File: src/rtl/cpu_pkg.sv
// Shared types and sizes for the core's run-phase sequencing and DMem sharing.
package cpu_pkg;

    // Run phases, encoded as they appear on the Phase output
    typedef enum logic [1:0] {
        IDLE = 2'd0,
        HOLD = 2'd1,
        RUN  = 2'd2,
        FIN  = 2'd3
    } phase_e;

    localparam int DMEM_AW = 8;
    localparam int DMEM_DW = 8;
    localparam int CYC_W   = 16;

    // Phases in which the host, not the core, owns the DMem port
    function automatic logic host_owns(input phase_e p);
        return (p == HOLD) || (p == FIN);
    endfunction

endpackage

File: src/rtl/run_wdog.sv
// Watchdog cycle counter: clearable, enabled, saturating, with a compare against TIMEOUT.
module run_wdog
    import cpu_pkg::*;
#(
    parameter int TIMEOUT = 1023
) (
    input  logic             Clk,
    input  logic             Reset,
    input  logic             clr,
    input  logic             en,
    output logic [CYC_W-1:0] cnt,
    output logic             hit
);

    localparam logic [CYC_W-1:0] CNT_MAX = {CYC_W{1'b1}};
    localparam logic [CYC_W-1:0] CMP_VAL = CYC_W'(TIMEOUT);

    // Count enabled cycles; clear wins over enable, saturate at all-ones
    always_ff @(posedge Clk) begin
        if (Reset || clr)
            cnt <= '0;
        else if (en && cnt != CNT_MAX)
            cnt <= cnt + 1'b1;
    end

    assign hit = (cnt == CMP_VAL);

endmodule

File: src/rtl/dmem_run_arbiter.sv
// Run-phase sequencer and DMem arbiter: gates the core around the Start/Done
// protocol, runs a watchdog, and shares the single DMem port with a host.
module dmem_run_arbiter
    import cpu_pkg::*;
#(
    parameter int AW      = DMEM_AW,
    parameter int DW      = DMEM_DW,
    parameter int TIMEOUT = 1023
) (
    input  logic             Clk,
    input  logic             Reset,
    input  logic             Start,
    input  logic             CoreDone,
    output logic             CoreEn,
    output logic             Done,
    output logic             Timeout,
    output logic [1:0]       Phase,
    output logic [CYC_W-1:0] CycleCnt,
    input  logic             CoreWen,
    input  logic [AW-1:0]    CoreAddr,
    input  logic [DW-1:0]    CoreWDat,
    output logic [DW-1:0]    CoreRdat,
    input  logic             HostReq,
    input  logic             HostWen,
    input  logic [AW-1:0]    HostAddr,
    input  logic [DW-1:0]    HostWDat,
    output logic             HostAck,
    output logic [DW-1:0]    HostRdat,
    output logic             MemWen,
    output logic [AW-1:0]    MemAddr,
    output logic [DW-1:0]    MemWDat,
    input  logic [DW-1:0]    MemRdat
);

    phase_e phase;
    logic   start_q;
    logic   start_fall;
    logic   wd_clr;
    logic   wd_en;
    logic   wd_hit;
    logic   accept;

    assign Phase      = phase;
    assign start_fall = start_q & ~Start;

    // Counter restarts on HOLD->RUN and stops on the cycle the run ends,
    // so the frozen value is the number of RUN cycles before completion.
    assign wd_clr = (phase == HOLD) && start_fall;
    assign wd_en  = (phase == RUN) && !CoreDone && !wd_hit;

    run_wdog #(
        .TIMEOUT(TIMEOUT)
    ) u_wdog (
        .Clk  (Clk),
        .Reset(Reset),
        .clr  (wd_clr),
        .en   (wd_en),
        .cnt  (CycleCnt),
        .hit  (wd_hit)
    );

    // Phase sequencer with registered CoreEn/Done/Timeout
    always_ff @(posedge Clk) begin
        if (Reset) begin
            phase   <= IDLE;
            start_q <= 1'b0;
            CoreEn  <= 1'b0;
            Done    <= 1'b0;
            Timeout <= 1'b0;
        end else begin
            start_q <= Start;
            case (phase)
                IDLE: begin
                    if (Start)
                        phase <= HOLD;
                end
                HOLD: begin
                    if (start_fall) begin
                        phase  <= RUN;
                        CoreEn <= 1'b1;
                    end
                end
                RUN: begin
                    // A core finish in the timeout cycle counts as a normal finish
                    if (CoreDone || wd_hit) begin
                        phase   <= FIN;
                        CoreEn  <= 1'b0;
                        Done    <= 1'b1;
                        Timeout <= !CoreDone;
                    end
                end
                FIN: begin
                    if (Start) begin
                        phase   <= HOLD;
                        Done    <= 1'b0;
                        Timeout <= 1'b0;
                    end
                end
                default: phase <= IDLE;
            endcase
        end
    end

    // Host may start a transfer only in a host-owned phase and never back-to-back
    assign accept = host_owns(phase) && HostReq && !HostAck;

    // DMem port steering: core during RUN, host otherwise
    always_comb begin
        MemAddr = HostAddr;
        MemWDat = HostWDat;
        MemWen  = HostWen & accept;
        if (phase == RUN) begin
            MemAddr = CoreAddr;
            MemWDat = CoreWDat;
            MemWen  = CoreWen;
        end
    end

    assign CoreRdat = MemRdat;

    // Host completion pulse and read-data capture in the accept cycle
    always_ff @(posedge Clk) begin
        if (Reset) begin
            HostAck  <= 1'b0;
            HostRdat <= '0;
        end else begin
            HostAck <= accept;
            if (accept && !HostWen)
                HostRdat <= MemRdat;
        end
    end

endmodule
File: config.mk
export PLATFORM = sky130hd
export DESIGN_NAME = dmem_run_arbiter
export DESIGN_NICKNAME = d
export VERILOG_FILES = /design/src/rtl/cpu_pkg.sv /design/src/rtl/run_wdog.sv /design/src/rtl/dmem_run_arbiter.sv
export SDC_FILE = /design/constraint.sdc
export NUM_CORES = 1
export LEC_CHECK = 0
export CORE_ASPECT_RATIO = 0.5
export CORE_MARGIN = 2
export CORE_UTILIZATION = 56
export DETAILED_ROUTE_END_ITERATION = 10
export DONT_BUFFER_PORTS = 1
export GPL_TIMING_DRIVEN = 0
export HOLD_SLACK_MARGIN = 0.03
export PLACE_DENSITY = 0.85
export SYNTH_ARGS = -nofsm -noshare
export SYNTH_HDL_FRONTEND = slang
export SYNTH_HIERARCHICAL = 1
export SYNTH_SLANG_ARGS = --single-unit
File: constraint.sdc
create_clock -name Clk -period 2.2 [get_ports Clk]
set_input_delay 0.22 -clock Clk [delete_from_list [all_inputs] [get_ports Clk]]
set_output_delay 0.22 -clock Clk [all_outputs]
set_load 0.05 [all_outputs]
==> impl_metrics.py, run 1 <==
metrics = {
    "outcome": {
        "status": "completed",
    },
    "clock_tree": {
        "path_clk_slew_ns": 0.06,
        "cts_buffer_depth": 2,
        "cts-buffers-inserted": 5,
        "clock_latency_ns": 0.28,
        "root_buffer": "clkbuf_8",
        "cts_tree": "done",
        "cts_htree_levels": 2,
        "clkSinkCount": 31,
    },
    "synthesis": {
        "netlist_area_um2": 1836,
        "synthesis.nets": 254,
        "synthCells": 202,
        "synth_seq_cells": 31,
        "synth_area_per_cell_um2": 9.087,
        "synth_cell_types": 52,
        "synth.largest_area_cell": "dfxtp_1",
        "synth_ff_type": "dfxtp_1",
        "synth_seq_area_share": 0.3381,
        "synth_edf_count": 0,
        "yosys_warnings": 6,
        "synth.area.top_cells": "dfxtp_1 34%, mux2_2 9.8%, mux2i_1 6.5%, nor2_1 4.9%, ha_1 3.4%",
        "async_reset_ff_frac": 0,
        "yosysTopAreaCellShare": 0.3381,
    },
    "pwr": {
        "power.density_nw_per_um2": 1061,
        "power_frac_comb": 0.429,
        "p_sw_frac": 0.4785,
        "ir_worst_vdd_mv": 0.7091,
        "p_leak_uw": 0.0008485,
        "intPower_uw": 1165,
        "clockPowerShare": 0.188,
        "power.share.sequential": 0.383,
        "p_sw_uw": 1069,
    },
    "floorplan": {
        "placementRows": 14,
        "core-area_um2": 3065,
        "die_h_um": 44.49,
        "initial_core_util": 0.5988,
        "die_w_um": 84.97,
        "ios": 102,
        "die-area_um2": 3780,
    },
    "detailed_routing": {
        "first_pass_iters": 4,
        "initialDrtViolationCount": 90,
        "routedWlPerCell_um": 17.52,
        "drt.antenna.violating_nets": 0,
        "vias": 1572,
        "drc": 0,
        "wl_um": 4451,
        "vias_per_cell": 6.189,
    },
    "sta": {
        "fin_skew_ns": 0.004356,
        "fin_crit_sh": 0.9631,
        "tns_ns": 0,
        "slew_headroom": 0.6253,
        "slew_violations": 0,
        "setup_viol_count_final": 0,
        "max_freq_ghz": 0.4719,
        "final_hold_viol_count": 0,
        "layout_setup_ws_ns": 0.08110,
        "period_needed_ns": 2.119,
        "worstMarginPinSlew_ns": 0.5613,
    },
    "global_routing": {
        "grt_use_met2": 0.3938,
        "grt_pass1_wl_um": 6713,
        "grtUsageMet1": 0.2778,
        "use_met3": 0.08209,
        "grt_usage": 0.2273,
        "grt_max_degree": 11,
        "grt_overflow": 0,
        "antenna_found_initial": 0,
        "grt_pass1_vias": 1394,
        "grt_busiest_layer": "met2",
    },
    "worst_setup_path": {
        "end_kind": "flip-flop",
        "r2r_cells": 8,
        "worstPathArrival_ns": 2.33,
        "critical_path_required_ns": 2.41,
        "timing.rr.end": "u_wdog/cnt[7]",
        "cp-start-kind": "flip-flop",
        "reg2reg_slack_ns": 0.08,
        "reg2reg_from": "u_wdog/cnt[0]",
        "critPathMaxFanout": 8,
        "worst-setup-path-type": "flip-flop to flip-flop",
    },
    "run": {
        "drv_cap": 0,
    },
    "min_path": {
        "min_from": "MemRdat[7]",
        "min_to": "HostRdat[7]",
        "hp-class": "input pin to flip-flop",
        "hold_path_depth": 2,
    },
    "final_layout": {
        "area_growth_pct": 14.72,
        "nets": 265,
        "final_util": 0.6869,
        "insertedDiodeCount": 0,
        "drive_gt1_frac": 0.3645,
        "fillCellCount": 230,
    },
    "placement": {
        "place.gp.congestion": 0.8143,
        "numPortBuffers": 0,
        "dp_hpwl_um": 3292,
        "place_ws_ns": -0.2186,
    },
}
stage by stage:
stage	area [um2]	total power [uW]	instances	hold slack [ns]
3_3_place_gp	1898	1747	242	0.2924
2_1_floorplan	1848	1667	202	0.2891
3_5_place_dp	1898	1771	242	0.2949
4_1_cts	2043	2220	252	0.08373
5_1_grt	2106	2346	254	0.08210
6_report	2106	2235	254	0.08897
metal layers:
metal  share of wire  up-vias
met5               0        -
li1                -      755
met3           0.081        8
met1            0.42      730
met4          0.0065        0
met2            0.49       79
cell families after synthesis:
family,Yosys count,share of synthesized area
buffers and inverters,21,0.06816
adders and majority gates,5,0.03408
xor gates and xnor gates,3,0.01432
DFF,31,0.3381
and+or+nand+nor,81,0.2515
muxes,28,0.1636
AOI/OAI and AO/OA,33,0.1302
critical path, cell delays in order, from the launching register on:
cell      delay (ns)
dfxtp_4         0.42
ha_4            0.20
nand3_2         0.12
nor3_2          0.09
nor3b_4         0.24
clkbuf_8        0.21
o41ai_4         0.12
or4_4           0.50
a21oi_2         0.13
Yosys cell counts (all sizes together) (3+ instances only):
cell type,number
dfxtp,31
nor2,25
mux2,16
mux2i,12
nand2,12
buf,11
o21ai,9
a21oi,8
nand4,7
inv,6
nand3,6
and2,5
ha,5
or3,5
and3,4
clkbuf,4
and4,3
o31ai,3
repair_timing:
action,4_1_cts,5_1_grt
endpoints found under the setup margin,33,23
endpoints found under the hold margin,5,0
pin swaps,1,1
buffers inserted,1,2
hold buffers,1,0
resized for setup,19,15
state kept, by name (all words and copies together), names as in the netlist:
signal and count:
Phase 2, Timeout 1, HostAck 1, HostRdat 8, start_q 1, u_wdog/cnt 16, CoreEn 1, Done 1
layout by cell type (no fill, tap or decap), types with 2 or more instances in the layout:
master / n
and4_1: 2
o21ai_0: 7
inv_1: 6
dfxtp_4: 7
ha_1: 4
clkbuf_8: 6
buf_4: 11
or3_1: 3
nand2_1: 12
xnor2_1: 2
or3_2: 2
nor2_1: 24
buf_6: 2
a31oi_1: 2
o31ai_1: 3
dfxtp_2: 11
clkbuf_2: 2
and2_1: 4
mux2i_1: 12
and3_1: 3
dfxtp_1: 13
nand3_1: 5
nor4_1: 2
clkbuf_1: 3
nand4_1: 5
a21oi_1: 7
mux2_2: 16
a221oi_1: 2
power by group through the flow:
stage	registers [uW]	logic [uW]	clock network [uW]
after global routing	866	1020	460
after floorplan	844	824	0
after detailed placement	859	911	0
final	855	958	421
after CTS	849	941	430
after global placement	858	889	0
how the worst max path moves through the flow:
stage,from,to,slack (ns),depth (start not counted)
finish,u_wdog/cnt[0],u_wdog/cnt[7],0.08,8
global route,u_wdog/cnt[8],u_wdog/cnt[5],-0.003,8
CTS,u_wdog/cnt[11],u_wdog/cnt[7],0.004,8
detailed placement,u_wdog/cnt[10],u_wdog/cnt[7],-0.22,8
global placement,u_wdog/cnt[0],u_wdog/cnt[7],-0.17,8
floorplan,u_wdog/cnt[0],u_wdog/cnt[7],0.008,8
cell type report:
cell class | instances | area [um2] | share of cell area
multi-input combinational | 150 | 1144 | 0.5431
sequential | 31 | 660.6 | 0.3137
buffer | 15 | 115.1 | 0.05466
clock buffer | 7 | 76.32 | 0.03624
tap | 40 | 50.05 | 0.02377
timing repair buffer | 4 | 32.53 | 0.01545
inverter | 6 | 22.52 | 0.01070
clock inverter | 1 | 5.005 | 0.002377
Note: power is estimated with default switching activity, not from simulation.
==> run 2: changes to the inputs <==
--- a/config.mk
+++ b/config.mk
@@ -7,12 +7,12 @@
 export LEC_CHECK = 0
 export CORE_ASPECT_RATIO = 0.5
 export CORE_MARGIN = 2
-export CORE_UTILIZATION = 56
+export CORE_UTILIZATION = 51
 export DETAILED_ROUTE_END_ITERATION = 10
 export DONT_BUFFER_PORTS = 1
 export GPL_TIMING_DRIVEN = 0
 export HOLD_SLACK_MARGIN = 0.03
-export PLACE_DENSITY = 0.85
+export PLACE_DENSITY = 0.8
 export SYNTH_ARGS = -nofsm -noshare
 export SYNTH_HDL_FRONTEND = slang
 export SYNTH_HIERARCHICAL = 1
==> run 2 against run 1 <==
- first-iteration DRC count fell by 14%
- clock power rose by 7.4%
- worst hold slack got worse by 0.0093 ns
- die area rose by 9.1%
- sequential share of layout area fell by 0.18 points
- cell area rose by 2.9%
- register-to-register slack got worse by 0.04 ns
- critical endpoint unchanged
- largest cell class unchanged
- largest power group unchanged
==> impl_metrics.py, run 2 (synthesis results as in run 1) <==
metrics = {
    "sta": {
        "fin_crit_sh": 0.9817,
        "period_needed_ns": 2.160,
        "worstMarginPinSlew_ns": 0.5719,
        "final_hold_viol_count": 0,
        "grt_setup_unrepaired": "no",
        "setup_viol_count_final": 0,
        "slew_violations": 0,
        "slew_headroom": 0.6146,
        "fin_skew_ns": 0.001523,
        "finalHoldWorstSlack_ns": 0.07969,
        "max_freq_ghz": 0.4630,
    },
    "pwr": {
        "p_sw_frac": 0.4917,
        "fin_total_pwr_uw": 2283,
        "p_leak_uw": 0.0008572,
        "power.share.sequential": 0.372,
        "intPower_uw": 1160,
        "power_frac_comb": 0.430,
        "power.density_nw_per_um2": 1054,
        "clockPowerShare": 0.198,
        "ir_worst_vdd_mv": 0.3083,
        "p_sw_uw": 1122,
    },
    "global_routing": {
        "grt_usage": 0.2102,
        "antenna_found_initial": 0,
        "grt_pass1_wl_um": 6403,
        "grt_pass1_vias": 1421,
        "grt_max_degree": 12,
        "grt_overflow": 0,
    },
    "worst_setup_path": {
        "cp.buffers_inverters": 1,
        "cp_slowest_cell": "or4_1",
        "cp_top_family": "simple AND/OR/NAND/NOR gates",
        "path_cells": "ha_4, nand3_4, nor3_2, nor3b_2, clkbuf_8, o41ai_4, or4_1, a21oi_1",
        "critical_path_required_ns": 2.42,
        "cp-start-kind": "flip-flop",
        "r2r_cells": 8,
        "worstPathArrival_ns": 2.38,
        "end_kind": "flip-flop",
        "critPathMaxFanout": 6,
        "cp.depth": 8,
        "worst-setup-path-type": "flip-flop to flip-flop",
        "max_stage_delay_ns": 0.50,
    },
    "floorplan": {
        "initial_core_util": 0.5344,
        "die_h_um": 46.42,
        "placementRows": 15,
        "die-area_um2": 4124,
        "die_w_um": 88.84,
        "ios": 102,
        "core-area_um2": 3435,
    },
    "final_layout": {
        "largest-register": "u_wdog/cnt",
        "layout_common_cells": "24 x nor2_1, 16 x mux2_2, 13 x dfxtp_1, 13 x dfxtp_4",
        "layout_commonest_cell": "nor2_1",
        "insertedDiodeCount": 0,
        "largest_reg_flops": 16,
        "area_growth_pct": 18.00,
        "final_cell_area_um2": 2166,
        "fillCellCount": 286,
        "instances_no_fill": 267,
        "nets": 267,
        "drive_gt1_frac": 0.3796,
    },
    "clock_tree": {
        "cts-buffers-inserted": 5,
        "cts_tree": "done",
        "clkSinkCount": 31,
        "cts_htree_levels": 2,
        "path_clk_slew_ns": 0.07,
        "cts_buffer_depth": 2,
        "root_buffer": "clkbuf_8",
        "clock_latency_ns": 0.29,
    },
    "detailed_routing": {
        "routed-wl-met3_um": 302,
        "vias_per_cell": 5.985,
        "first_pass_iters": 4,
        "initialDrtViolationCount": 77,
        "wl_um": 4797,
        "drc": 0,
        "routedWlPerCell_um": 17.97,
        "m1WireLength_um": 1987,
        "vias": 1598,
        "drt.antenna.violating_nets": 0,
        "top_layer": "met4",
        "wl_met2_um": 2451,
    },
    "outcome": {
        "status": "completed",
    },
    "min_path": {
        "hp-class": "input pin to flip-flop",
        "hold_path_depth": 2,
    },
    "placement": {
        "numPortBuffers": 0,
        "placed_area_um2": 1912,
        "place.gp.congestion": 0.8459,
        "dp_cells": 253,
        "dp_hpwl_um": 3490,
    },
    "run": {
        "drv_cap": 0,
    },
}
[run 2: changes by cell type in the layout (fill, tap and decap cells not counted), sizes merged]
cell | previous run | this run
clkbuf | 11 | 10
clkinvlp | 0 | 2
o41ai | 1 | 2
[run 2: final cells by class]
cell class | instances | area [um2] | share of cell area
multi-input cells | 151 | 1160 | 0.5355
plain buffers | 15 | 115.1 | 0.05315
repair buffers | 5 | 40.04 | 0.01849
flip-flops and latches | 31 | 675.6 | 0.3120
well taps | 51 | 63.81 | 0.02946
clock buffers | 5 | 68.82 | 0.03177
clock inverters | 3 | 20.02 | 0.009243
inverters | 6 | 22.52 | 0.01040
[run 2: worst paths after layout]
check                 startpoint              to  slack, ns
setup / recovery   u_wdog/cnt[0]   u_wdog/cnt[7]       0.04
hold / removal        MemRdat[0]     HostRdat[0]       0.08
setup reg to reg   u_wdog/cnt[0]   u_wdog/cnt[7]       0.04
hold reg to reg   u_wdog/cnt[15]  u_wdog/cnt[15]       0.60
[run 2: layer usage]
metal,track usage,vias up
met1,0.2368,773
met5,0,-
li1,-,762
met4,0.09091,0
met2,0.3761,57
met3,0.06631,6
[run 2: metrics by stage]
| stage | setup WS (ns) | util | setup TNS, ns |
|---|---|---|---|
| 6_report | 0.04024 | 0.6306 | 0 |
| 5_1_grt | 0.0008900 | 0.6306 | 0 |
| 4_1_cts | 0.0008920 | 0.6000 | 0 |
| 3_5_place_dp | -0.2004 | 0.5566 | -2.432 |
| 3_3_place_gp | -0.1677 | 0.5566 | -1.784 |
| 2_1_floorplan | 0.008429 | - | 0 |
[run 2: power groups by stage]
stage | clock network [uW] | logic, uW | registers, uW
floorplan | 0 | 824 | 844
global placement | 0 | 892 | 859
detailed placement | 0 | 917 | 862
CTS | 459 | 945 | 851
global route | 483 | 1040 | 856
finish | 452 | 981 | 850
[run 2: timing repair]
action | in CTS | in global routing
hold buffers | 1 | 0
setup buffers | 1 | 2
hold endpoints to repair | 5 | 0
setup endpoints to repair | 33 | 35
cloned | 0 | 2
resized for setup | 19 | 21
pin swaps | 1 | 1
==> run 3: changes to the inputs <==
--- a/config.mk
+++ b/config.mk
@@ -12,7 +12,8 @@
 export DONT_BUFFER_PORTS = 1
 export GPL_TIMING_DRIVEN = 0
 export HOLD_SLACK_MARGIN = 0.03
-export PLACE_DENSITY = 0.8
+export PLACE_DENSITY = 0.77
+export SLEW_MARGIN = 20
 export SYNTH_ARGS = -nofsm -noshare
 export SYNTH_HDL_FRONTEND = slang
 export SYNTH_HIERARCHICAL = 1
==> constraint.sdc (replaced) <==
create_clock -name Clk -period 2 [get_ports Clk]
set_input_delay 0.2 -clock Clk [delete_from_list [all_inputs] [get_ports Clk]]
set_output_delay 0.2 -clock Clk [all_outputs]
set_load 0.05 [all_outputs]
==> run 3 against run 2 <==
- sequential power increased by 12%
- clock skew increased by 0.0022 ns
- combinational power increased by 26%
- die area unchanged
- clock power increased by 14%
- critical path depth unchanged
- cell area increased by 9.4%
- register-to-register slack about the same
- via count increased by 3.1%
- critical endpoint is now u_wdog/cnt[6]
- highest routed layer unchanged
==> impl_metrics.py, run 3 (synthesis results as in run 1) <==
metrics = {
    "outcome": {
        "status": "completed",
    },
    "global_routing": {
        "grt_usage": 0.2129,
        "grt_overflow": 0,
        "grt_pass1_vias": 1446,
        "antenna_found_initial": 0,
        "grt_pass1_wl_um": 6527,
        "grt_max_degree": 11,
    },
    "placement": {
        "numPortBuffers": 0,
        "dp_hpwl_um": 3203,
        "place.gp.congestion": 0.7989,
    },
    "floorplan": {
        "die_h_um": 46.42,
        "die_w_um": 88.84,
        "placementRows": 15,
        "ios": 102,
        "initial_core_util": 0.5344,
        "core-area_um2": 3435,
        "die-area_um2": 4124,
    },
    "detailed_routing": {
        "vias_per_cell": 6.077,
        "drc": 0,
        "initialDrtViolationCount": 89,
        "routedWlPerCell_um": 17.67,
        "first_pass_iters": 4,
        "wl_um": 4789,
        "vias": 1647,
        "drt.antenna.violating_nets": 0,
    },
    "pwr": {
        "ir_worst_vdd_mv": 0.4315,
        "power.density_nw_per_um2": 1145,
        "p_leak_uw": 0.0009471,
    },
    "min_path": {
        "hold_path_depth": 2,
        "hp-class": "input pin to flip-flop",
        "min_to": "HostRdat[5]",
        "min_from": "MemRdat[5]",
    },
    "sta": {
        "slew_headroom": 0.6193,
        "grt_setup_unrepaired": "yes",
        "max_freq_ghz": 0.5111,
        "worstMarginPinSlew_ns": 0.5703,
        "setup_viol_count_final": 0,
        "slew_violations": 0,
        "period_needed_ns": 1.957,
        "final_hold_viol_count": 0,
        "fin_skew_ns": 0.003719,
        "finalHoldWorstSlack_ns": 0.06098,
        "fin_crit_sh": 0.9783,
    },
    "clock_tree": {
        "clkSinkCount": 31,
        "cts_htree_levels": 2,
        "clock_latency_ns": 0.28,
        "cts_buffer_depth": 2,
        "path_clk_slew_ns": 0.07,
        "cts_tree": "done",
        "root_buffer": "clkbuf_8",
        "cts-buffers-inserted": 5,
    },
    "worst_setup_path": {
        "cp-start-kind": "flip-flop",
        "r2r_cells": 8,
        "critical_path_required_ns": 2.18,
        "end_kind": "flip-flop",
        "path_cells": "nor4_4, nand3_2, nor3_4, nor3b_4, buf_8, buf_4, o311a_2, a41o_2",
        "timing.rr.end": "u_wdog/cnt[6]",
        "reg2reg_slack_ns": 0.04,
        "critPathMaxFanout": 6,
        "cp.buffers_inverters": 2,
        "worstPathArrival_ns": 2.14,
        "cp_top_family": "simple AND/OR/NAND/NOR gates",
        "worst-setup-path-type": "flip-flop to flip-flop",
        "reg2reg_from": "u_wdog/cnt[14]",
        "cp_slowest_cell": "dfxtp_4",
        "max_stage_delay_ns": 0.42,
    },
    "final_layout": {
        "layout_common_cells": "24 x nor2_1, 17 x buf_4, 15 x dfxtp_4, 13 x dfxtp_1",
        "largest_reg_flops": 16,
        "area_growth_pct": 29.04,
        "fillCellCount": 262,
        "insertedDiodeCount": 0,
        "drive_gt1_frac": 0.4500,
        "layout_commonest_cell": "nor2_1",
        "nets": 271,
        "largest-register": "u_wdog/cnt",
        "final_util": 0.6896,
    },
    "run": {
        "drv_cap": 0,
    },
}
[run 3: worst max-delay path by stage]
stage / from / to / cells after the start
3_5_place_dp: Phase[0] / u_wdog/cnt[7] / 7
4_1_cts: Phase[0] / MemWen / 5
6_report: u_wdog/cnt[14] / u_wdog/cnt[6] / 8
3_3_place_gp: u_wdog/cnt[8] / u_wdog/cnt[5] / 8
5_1_grt: u_wdog/cnt[14] / u_wdog/cnt[1] / 9
2_1_floorplan: u_wdog/cnt[1] / u_wdog/cnt[7] / 8
[run 3: stage by stage]
| step | std cells | total power (uW) | setup WS (ns) | cell area [um2] | setup TNS, ns |
|---|---|---|---|---|---|
| after global routing | 271 | 2840 | -0.09036 | 2369 | -0.5860 |
| after floorplan | 202 | 1841 | 0.009604 | 1908 | 0 |
| after global placement | 253 | 1932 | -0.1416 | 1972 | -1.021 |
| after CTS | 266 | 2523 | -0.01384 | 2166 | -0.05388 |
| final | 271 | 2712 | 0.04342 | 2369 | 0 |
| after detailed placement | 253 | 1948 | -0.1885 | 1972 | -1.085 |
[run 3: layout make-up]
class / instances / area (um2) / share of cell area
Buffer: 15 / 118.9 / 0.05018
Clock buffer: 7 / 86.33 / 0.03645
Clock inverter: 1 / 5.005 / 0.002113
Inverter: 6 / 22.52 / 0.009509
Multi-Input combinational cell: 150 / 1314 / 0.5547
Sequential cell: 31 / 680.7 / 0.2874
Tap cell: 51 / 63.81 / 0.02694
Timing Repair Buffer: 10 / 77.57 / 0.03275
[run 3: layer usage]
layer,part of all wire,up-vias,routed length [um],global-route usage
li1,-,770,-,-
met5,0,-,0,0
met4,0.012,0,57,0.09697
met3,0.077,10,370,0.06810
met2,0.48,74,2297,0.3522
met1,0.43,793,2064,0.2580
[run 3: timing repair]
action	4_1_cts	5_1_grt
endpoints found under the hold margin	5	0
pin swaps	1	11
setup buffers	4	5
hold buffers	1	0
cloned	0	0
resized for setup	17	35
endpoints found under the setup margin	30	30
[run 3: report_power, final]
| part | switching (uW) | internal, uW |
|---|---|---|
| sequential | 279 | 675 |
| combinational | 761 | 483 |
| clock | 237 | 277 |
